[config.mk]
export PLATFORM = sky130hd
export DESIGN_NAME = craft_round_controller
export DESIGN_NICKNAME = d
export VERILOG_FILES = /design/src/rtl/craft_round_controller.sv
export SDC_FILE = /design/constraint.sdc
export NUM_CORES = 1
export LEC_CHECK = 0
export ABC_AREA = 1
export BUFFER_PORTS_ARGS = -buffer_cell sky130_fd_sc_hd__buf_2
export CORE_ASPECT_RATIO = 1.5
export CORE_MARGIN = 1
export CORE_UTILIZATION = 55
export CTS_CLUSTER_SIZE = 30
export DETAILED_ROUTE_END_ITERATION = 12
export PLACE_DENSITY = 0.78
export SLEW_MARGIN = 15
export SYNTH_ARGS = -nofsm -noshare
export SYNTH_HDL_FRONTEND = slang
export SYNTH_SLANG_ARGS = --single-unit
[constraint.sdc]
create_clock -name clk -period 4.1 [get_ports clk]
set_clock_uncertainty 0.2 [all_clocks]
set_input_delay 0.615 -clock clk [delete_from_list [all_inputs] [get_ports clk]]
set_output_delay 0.615 -clock clk [all_outputs]
set_load 0.01 [all_outputs]
[src/rtl/craft_round_controller.sv]
// Round/phase sequencer for the nibble-serial CRAFT datapath: LOAD, then ROUNDS x (4 MC + 16 SUB), then DONE.
// Optional `abort` input is compiled in when CRAFT_CTRL_ABORT_EN is defined.
module craft_round_controller #(
  parameter int ROUNDS  = 32,
  parameter int NIBBLES = 16
) (
  input  logic       clk,
  input  logic       rst,
`ifdef CRAFT_CTRL_ABORT_EN
  input  logic       abort,
`endif
  input  logic       start,
  output logic       busy,
  output logic       done,
  output logic [7:0] round,
  output logic [3:0] nib,
  output logic       ce,
  output logic       CS1,
  output logic       CS0,
  output logic       CM1,
  output logic       CM0,
  output logic       key_en,
  output logic       CK0,
  output logic       sbox_bypass
);

  typedef enum logic [2:0] {
    IDLE = 3'd0,
    LOAD = 3'd1,
    MC   = 3'd2,
    SUB  = 3'd3,
    DONE = 3'd4
  } state_t;

  localparam logic [7:0] LAST_ROUND = 8'(ROUNDS - 1);
  localparam logic [3:0] LAST_NIB   = 4'(NIBBLES - 1);

  state_t     r_state;
  logic [1:0] r_k;

  state_t     w_state_n;
  logic [1:0] w_k_n;
  logic [3:0] w_nib_n;
  logic [7:0] w_round_n;
  logic       w_abort;
  logic       w_last_n;

`ifdef CRAFT_CTRL_ABORT_EN
  assign w_abort = abort;
`else
  assign w_abort = 1'b0;
`endif

  always_comb begin
    w_state_n = r_state;
    w_k_n     = '0;
    w_nib_n   = '0;
    w_round_n = round;
    case (r_state)
      IDLE: begin
        w_round_n = '0;
        if (start) w_state_n = LOAD;
      end
      LOAD: begin
        w_round_n = '0;
        w_state_n = MC;
      end
      MC: begin
        if (r_k == 2'd3) begin
          w_state_n = SUB;
        end else begin
          w_k_n = 2'(r_k + 2'd1);
        end
      end
      SUB: begin
        if (nib != LAST_NIB) begin
          w_nib_n = 4'(nib + 4'd1);
        end else if (round < LAST_ROUND) begin
          w_round_n = 8'(round + 8'd1);
          w_state_n = MC;
        end else begin
          w_state_n = DONE;
        end
      end
      DONE: begin
        w_round_n = '0;
        w_state_n = start ? LOAD : IDLE;
      end
      default: begin
        w_round_n = '0;
        w_state_n = IDLE;
      end
    endcase
    // Abort only acts while a block is in flight; IDLE and DONE keep their normal transitions.
    if (w_abort && (r_state == LOAD || r_state == MC || r_state == SUB)) begin
      w_state_n = IDLE;
      w_k_n     = '0;
      w_nib_n   = '0;
      w_round_n = '0;
    end
  end

  assign w_last_n = (w_round_n == LAST_ROUND);

  // Outputs are decoded from the next state so they line up with the state they describe.
  always_ff @(posedge clk) begin
    if (rst) begin
      r_state     <= IDLE;
      r_k         <= '0;
      nib         <= '0;
      round       <= '0;
      busy        <= 1'b0;
      done        <= 1'b0;
      ce          <= 1'b0;
      CS1         <= 1'b0;
      CS0         <= 1'b0;
      CM1         <= 1'b0;
      CM0         <= 1'b0;
      key_en      <= 1'b0;
      CK0         <= 1'b0;
      sbox_bypass <= 1'b0;
    end else begin
      r_state     <= w_state_n;
      r_k         <= w_k_n;
      nib         <= w_nib_n;
      round       <= w_round_n;
      busy        <= (w_state_n == LOAD) || (w_state_n == MC) || (w_state_n == SUB);
      done        <= (w_state_n == DONE);
      ce          <= (w_state_n == LOAD) || (w_state_n == MC) || (w_state_n == SUB);
      CS1         <= (w_state_n == MC) ||
                     ((w_state_n == SUB) && (w_nib_n == LAST_NIB) && !w_last_n);
      CS0         <= (w_state_n == SUB);
      CM1         <= (w_state_n == MC);
      CM0         <= (w_state_n == MC) && (w_k_n == 2'd0);
      key_en      <= (w_state_n == LOAD) || (w_state_n == SUB);
      CK0         <= (w_state_n == SUB);
      sbox_bypass <= (w_state_n == SUB) && w_last_n;
    end
  end

endmodule
==> impl_results.md, run 1 <==
* CTS tree: built
* Most common cell after layout, fill and taps aside: nand2_1
* Skew-Pair Late Insertion Delay at about 0.33 ns
* CP Max Fanout at 6
* Max-cap violations at 0
* First-pass iteration count of the detailed router at 4
* Clk buf depth at 2
* Final net count at ~180
* Post-Route WL at 2.32 mm
* Gr ovfl total at 0
* Endpoints failing hold at 0
* Tmin final at 1.90 ns
* GP Congestion at 0.826
* Row count at 19
* Top Ports at 25
* Area contributors post-synth: dfxtp_1 (45%), nand2_1 (10%), nor2_1 (9.0%), inv_1 (7.7%), nand3_1 (4.5%)
* HP Class: reg2reg
* Initial antenna violation count at 0
* CTS H-tree lvls at 1
* Setup-failing EPs final at 0
* # DRC at 0
* Clock transition at the registers of the reported paths at ~0.13 ns
* Actual slew at the worst max-slew pin at between 0.3 and 0.4 ns
* Final period utilization at 0.464
* Die width at between 30 and 40 µm
* Vias in the first global route at roughly 970
* Setup bufs post-CTS at 0
* Fin Hold WS at about 0.29 ns
* Ys Warns at 0
* Peak supply drop at around 0.00032 V
* Outcome: finished clean
* CTS Root Cell: clkbuf_4
* Cell taking the most area after synthesis: dfxtp_1
* Clk sinks at 25
* Distinct cells, synth at 23
* Avg Cell Area, Syn at about 7.4 µm²
* GR Util All Layers at 0.234
* CP Class: reg2reg
* Final TNS setup at 0 ns
* HPWL after detailed placement at 1.85 mm
* Placed Cells at between 150 and 200
* Die Y-Extent at 57.3 µm
* PostCTS Resize Cnt at 0
* Most frequent cells in the layout: nand2_1 (31), nor2_1 (27), dfxtp_1 (25)
* First-pass GRT wire length at 3.72 mm
* CP Capture Type: flip-flop
* Mapped cell area at 1120 µm²
* Sequential element share of the synthesized area at 0.446
* Synth top area share at 0.446
* Cells after synthesis at 151
* Crit path arrival time at around 1.9 ns
* Synthesis-to-finish area growth at 13.7%
* Leak at approximately 0.64 nW
* WL per Instance at 11.8 µm
* Pin count of the biggest net entering global routing at 17
* CORE AREA at 1880 µm²
* Initial Utilization at 0.597
* Synth Net Count at 157
* Num CTS Buffers at 3
* Detail Route Antenna Nets at 0
* Die area at around 2200 µm²
* Post-Layout Cell Count at between 150 and 200
* Number of diodes at 0
* Crit start category: flip-flop
* Reg2Reg Setup Slack at between 2 and 2.5 ns
* RSZ-0062 raised after global routing: no
* CTS Hold Buffers Added at 0
* Iter 0 DRT Violations at 24
* Via count at 1020
* Fillers at ~170
* #FFs+latches synth at 25
* Layout cells sized above 1 at 0.229
* IO buf count at 24
* Power density cells at roughly 300 nW/µm²
* Max Slew Vio Count at 0
* Vias per cell at 5.20
* Slew headroom at 0.799
* Critical Path RT at a little over 4 ns
* Max Freq at about 0.53 GHz
## layout make-up
cell class,count,area (µm²),area share
sequential,25,500,0.393
multi-input combinational,98,508,0.398
inverter,24,90.1,0.0707
clock inverter,1,7.51,0.00589
tap,21,26.3,0.0206
clock buffer,3,22.5,0.0177
timing repair buffer,24,120,0.0942
## metrics by stage
step,utilization,worst slack [ns],power [mW],cell area [µm²]
final,0.679,2.20,0.394,1270
after global routing,0.679,2.08,0.410,1270
after CTS,0.679,2.19,0.398,1270
after detailed placement,0.663,2.23,0.287,1240
after global placement,0.663,2.27,0.286,1240
after floorplan,-,2.33,0.278,1120
## power by group
group	total [mW]	internal, mW	switching, mW
sequential	0.254	0.249	0.00443
clock	0.112	0.0374	0.0743
combinational	0.0284	0.00904	0.0194
total	0.394	0.296	0.0981
## layer usage
metal  track usage  vias up  part of all wire
li1              -      524                 -
met1         0.224      463              0.39
met2         0.445       28              0.55
met3        0.0233        5             0.035
met4         0.123        0             0.021
met5             0        -                 0
## logic make-up after synthesis
| kind of cell | after synthesis | share of synthesized area |
|---|---|---|
| flip-flops | 25 | 0.446 |
| buffers and inverters | 28 | 0.100 |
| AND/OR/NAND/NOR | 85 | 0.365 |
| adder cells (fa/ha/maj) | 3 | 0.0335 |
| AO/OA/AOI/OAI | 10 | 0.0547 |
## sequential cells by signal, indices dropped and copies added (netlist names), 2 cells and up
name / cells
r_state: 3
nib: 4
round: 8
r_k: 2
## worst max-delay path: stages (launching register included)
cell and delay [ns]:
dfxtp_1 0.42, ha_1 0.28, nand3_4 0.14, nor2_8 0.17, nand3_1 0.09, nand2_1 0.06, nand2_1 0.07, a21oi_1 0.18
nand3_2 0.09, nand2_1 0.07, nand2_1 0.05
## Yosys cell counts (all sizes together)
master	count
inv	24
ha	3
nand2	32
a21oi	6
nor3	4
nor2	31
nand4	4
dfxtp	25
buf	2
nand3b	1
o21ai	3
nand3	13
clkbuf	2
a211oi	1
## final timing paths
path,startpoint,endpoint,depth (start not counted)
max,nib[0],CS1,10
min,r_state[2],r_state[2],1
max reg2reg,nib[0],CS1,10
min reg2reg,r_state[2],r_state[2],1
No activity file was read; power rests on OpenSTA's default activity.
==> run 2: changes to the inputs <==
--- a/config.mk
+++ b/config.mk
@@ -5,14 +5,14 @@
 export SDC_FILE = /design/constraint.sdc
 export NUM_CORES = 1
 export LEC_CHECK = 0
-export ABC_AREA = 1
+export ABC_AREA = 0
 export BUFFER_PORTS_ARGS = -buffer_cell sky130_fd_sc_hd__buf_2
 export CORE_ASPECT_RATIO = 1.5
 export CORE_MARGIN = 1
-export CORE_UTILIZATION = 55
+export CORE_UTILIZATION = 46
 export CTS_CLUSTER_SIZE = 30
 export DETAILED_ROUTE_END_ITERATION = 12
-export PLACE_DENSITY = 0.78
+export PLACE_DENSITY = 0.7
 export SLEW_MARGIN = 15
 export SYNTH_ARGS = -nofsm -noshare
 export SYNTH_HDL_FRONTEND = slang
==> constraint.sdc (replaced) <==
create_clock -name clk -period 1.65 [get_ports clk]
set_clock_uncertainty 0.2 [all_clocks]
set_input_delay 0.2475 -clock clk [delete_from_list [all_inputs] [get_ports clk]]
set_output_delay 0.2475 -clock clk [all_outputs]
set_load 0.01 [all_outputs]
==> impl_results.md, run 2 <==
* Placed inst area at 1400 µm²
* Top-count cell post-synth: dfxtp_1
* Leak at roughly 0.66 nW
* Final Cell Area at between 1500 and 2000 µm²
* Crit start category: flip-flop
* Final period utilization at 1.10
* Die width at ~40 µm
* Detail Route Antenna Nets at 0
* Critical Path RT at between 1.5 and 2 ns
* Max-cap violations at 0
* First-pass GRT wire length at about 4.0 mm
* Max Freq at 0.552 GHz
* Pin count of the biggest net entering global routing at 14
* Tmin final at 1.81 ns
* Avg Cell Area, Syn at about 10 µm²
* Launch point of the worst reg-to-reg path: round[7]
* Cell taking the most area after synthesis: dfxtp_1
* Via count at around 1.0k
* Post-Route WL at 2.64 mm
* Distinct cells, synth at 42
* Violated checks: setup timing
* Worst min-delay path endpoint: key_en
* Vias per cell at 5.73
* HP Class: in2reg
* Async SR Flop Fraction at 0
* Synthesis-to-finish area growth at 43.7%
* WL per Instance at 14.5 µm
* Synth Net Count at around 110
* Endpoints failing hold at 0
* Slew headroom at 0.803
* Top reg by flops: round
* Post-synthesis simple-gate area fraction at 0.297
* Number of diodes at 0
* Slowest cell delay on critical path at approximately 0.39 ns
* Critical Path, Cell by Cell: or3_4 > or3_1 > a221oi_2 > nor4b_4
* Outcome: complete, but fails checks
* Most common cell after layout, fill and taps aside: buf_4
* CTS tree: built
* GP Congestion at between 0.7 and 0.8
* Layout cells sized above 1 at 0.519
* Most frequent cells in the layout: buf_4 (29), buf_2 (24), dfxtp_1 (19)
* Final WS setup at -0.160 ns
* Commonest cells in the netlist: dfxtp_1 (25), nor2_1 (14), nor3_1 (6)
* CP Class: reg2reg
* Die area at 2510 µm²
* Area contributors post-synth: dfxtp_1 (47%), nor2_1 (5.0%), ha_1 (3.5%), nor3_1 (2.8%), a31oi_1 (2.4%)
* Hold Path Origin: rst
* Worst R2R Path Depth at 4
* Initial Utilization at 0.505
* Reg2Reg Setup Slack at -0.16 ns
* Skew-Pair Late Insertion Delay at roughly 0.31 ns
* Hold Crit Depth at 3
* Largest family of logic cells by synthesized area: simple AND/OR/NAND/NOR gates
* #FFs+latches synth at 25
* Actual slew at the worst max-slew pin at just under 0.3 ns
* IO buf count at 24
* Power density cells at around 670 nW/µm²
* Main synth FF type: dfxtp_1
* Setup-failing EPs final at 4
* Die Y-Extent at 60.8 µm
* Top flop regs: round: 8 flops, nib: 4 flops, r_state: 3 flops
* Adder-cell share of the synthesized area at 0.0354
* CTS Hold Buffers Added at 0
* Synth top area share at 0.472
* Sequential element share of the synthesized area at 0.472
* Slowest cell on the critical path: or3_4
* Vias in the first global route at about 1000
* # DRC at 0
* Cells after synthesis at around 110
* CP Capture Type: flip-flop
* Final net count at roughly 170
* Fin Hold WS at slightly below 0.1 ns
* CTS Root Cell: clkbuf_4
* Crit path arrival time at 1.85 ns
* CP Max Fanout at 3
* Clk buf depth at 2
* CTS H-tree lvls at 1
* Mux cell area share after synthesis at 0.00943
* Clock transition at the registers of the reported paths at between 0.1 and 0.15 ns
* CORE AREA at 2100 µm²
* Top Ports at 25
* Max reg flops at 8
* Row count at 20
* Post-synthesis xor/xnor area fraction at 0.0248
* Max Slew Vio Count at 0
* Gr ovfl total at 0
* Clk sinks at 25
* EDFF count, synth at 0
* Buffers plus inverters on the worst setup path at 0
* Worst R2R End: sbox_bypass
* HPWL after detailed placement at between 1.5 and 2 mm
* RSZ-0062 raised after global routing: yes
* Delay-heaviest family, CP: simple AND/OR/NAND/NOR gates
* Initial antenna violation count at 0
* Num CTS Buffers at 3
* Compound-cell area share of the yosys netlist at 0.126
* Mapped cell area at ~1100 µm²
* Peak supply drop at around 0.00057 V
* Fillers at 169
* Ys Warns at 0
* Iter 0 DRT Violations at 20
* First-pass iteration count of the detailed router at 4
* GR Util All Layers at 0.232
-- run 2: cells by family (layout without fill, tap and decap cells) --
kind of cell	count (synthesis)	count (layout)
AO/OA/AOI/OAI	18	18
flip-flops	25	25
multiplexers	1	1
adder cells (fa/ha/maj)	3	3
AND/OR/NAND/NOR	52	52
buffers and inverters	5	58
XOR/XNOR	3	3
-- run 2: how the worst max path moves through the flow --
stage                         from  depth (start not counted)     endpoint  slack, ns
after floorplan           round[7]                          4  sbox_bypass      -0.07
after global placement    round[7]                          4  sbox_bypass      -0.06
after detailed placement  round[7]                          4  sbox_bypass      -0.12
after CTS                 round[7]                          4  sbox_bypass      -0.14
after global routing      round[7]                          4  sbox_bypass      -0.22
final                     round[7]                          4  sbox_bypass      -0.16
-- run 2: cell type report --
class                   instances  area [µm²]  area share
repair buffers                 53         338       0.221
clock buffers                   4        26.3      0.0172
inverters                       1        3.75     0.00246
multi-input cells              77         622       0.408
well taps                      22        27.5      0.0180
flip-flops and latches         25         508       0.333
-- run 2: worst register-to-register path: stages (launching register included) --
cell and delay (ns):
dfxtp_2 0.35, or3_4 0.39, or3_1 0.34, a221oi_2 0.24, nor4b_4 0.23
-- run 2: stage by stage --
step / TNS (ns) / power, mW / setup slack [ns] / util / instances
2_1_floorplan: -0.0691 / 0.708 / -0.0691 / - / 107
3_3_place_gp: -0.130 / 0.749 / -0.0647 / 0.665 / 176
3_5_place_dp: -0.295 / 0.751 / -0.118 / 0.665 / 176
4_1_cts: -0.360 / 1.01 / -0.142 / 0.689 / 181
5_1_grt: -0.770 / 1.06 / -0.219 / 0.726 / 182
6_report: -0.406 / 1.01 / -0.160 / 0.726 / 182
-- run 2: routing by layer --
metal  global-route usage  part of all wire  up-vias
li1                     -                 -      511
met1                0.257              0.39      484
met2                0.406              0.54       37
met3               0.0220             0.039       11
met4                0.129             0.037        0
met5                    0                 0        -
-- run 2: report_power, final --
| group | internal (mW) | switching (mW) | total, mW |
|---|---|---|---|
| clock network | 0.0945 | 0.168 | 0.263 |
| logic | 0.0565 | 0.0670 | 0.123 |
| registers | 0.620 | 0.00822 | 0.628 |
| total | 0.771 | 0.244 | 1.01 |
-- run 2: repair_timing --
item / 4_1_cts / 5_1_grt
resized for setup: 4 / 15
pin swaps: 3 / 7
setup buffers: 1 / 1
setup endpoints to repair: 7 / 12
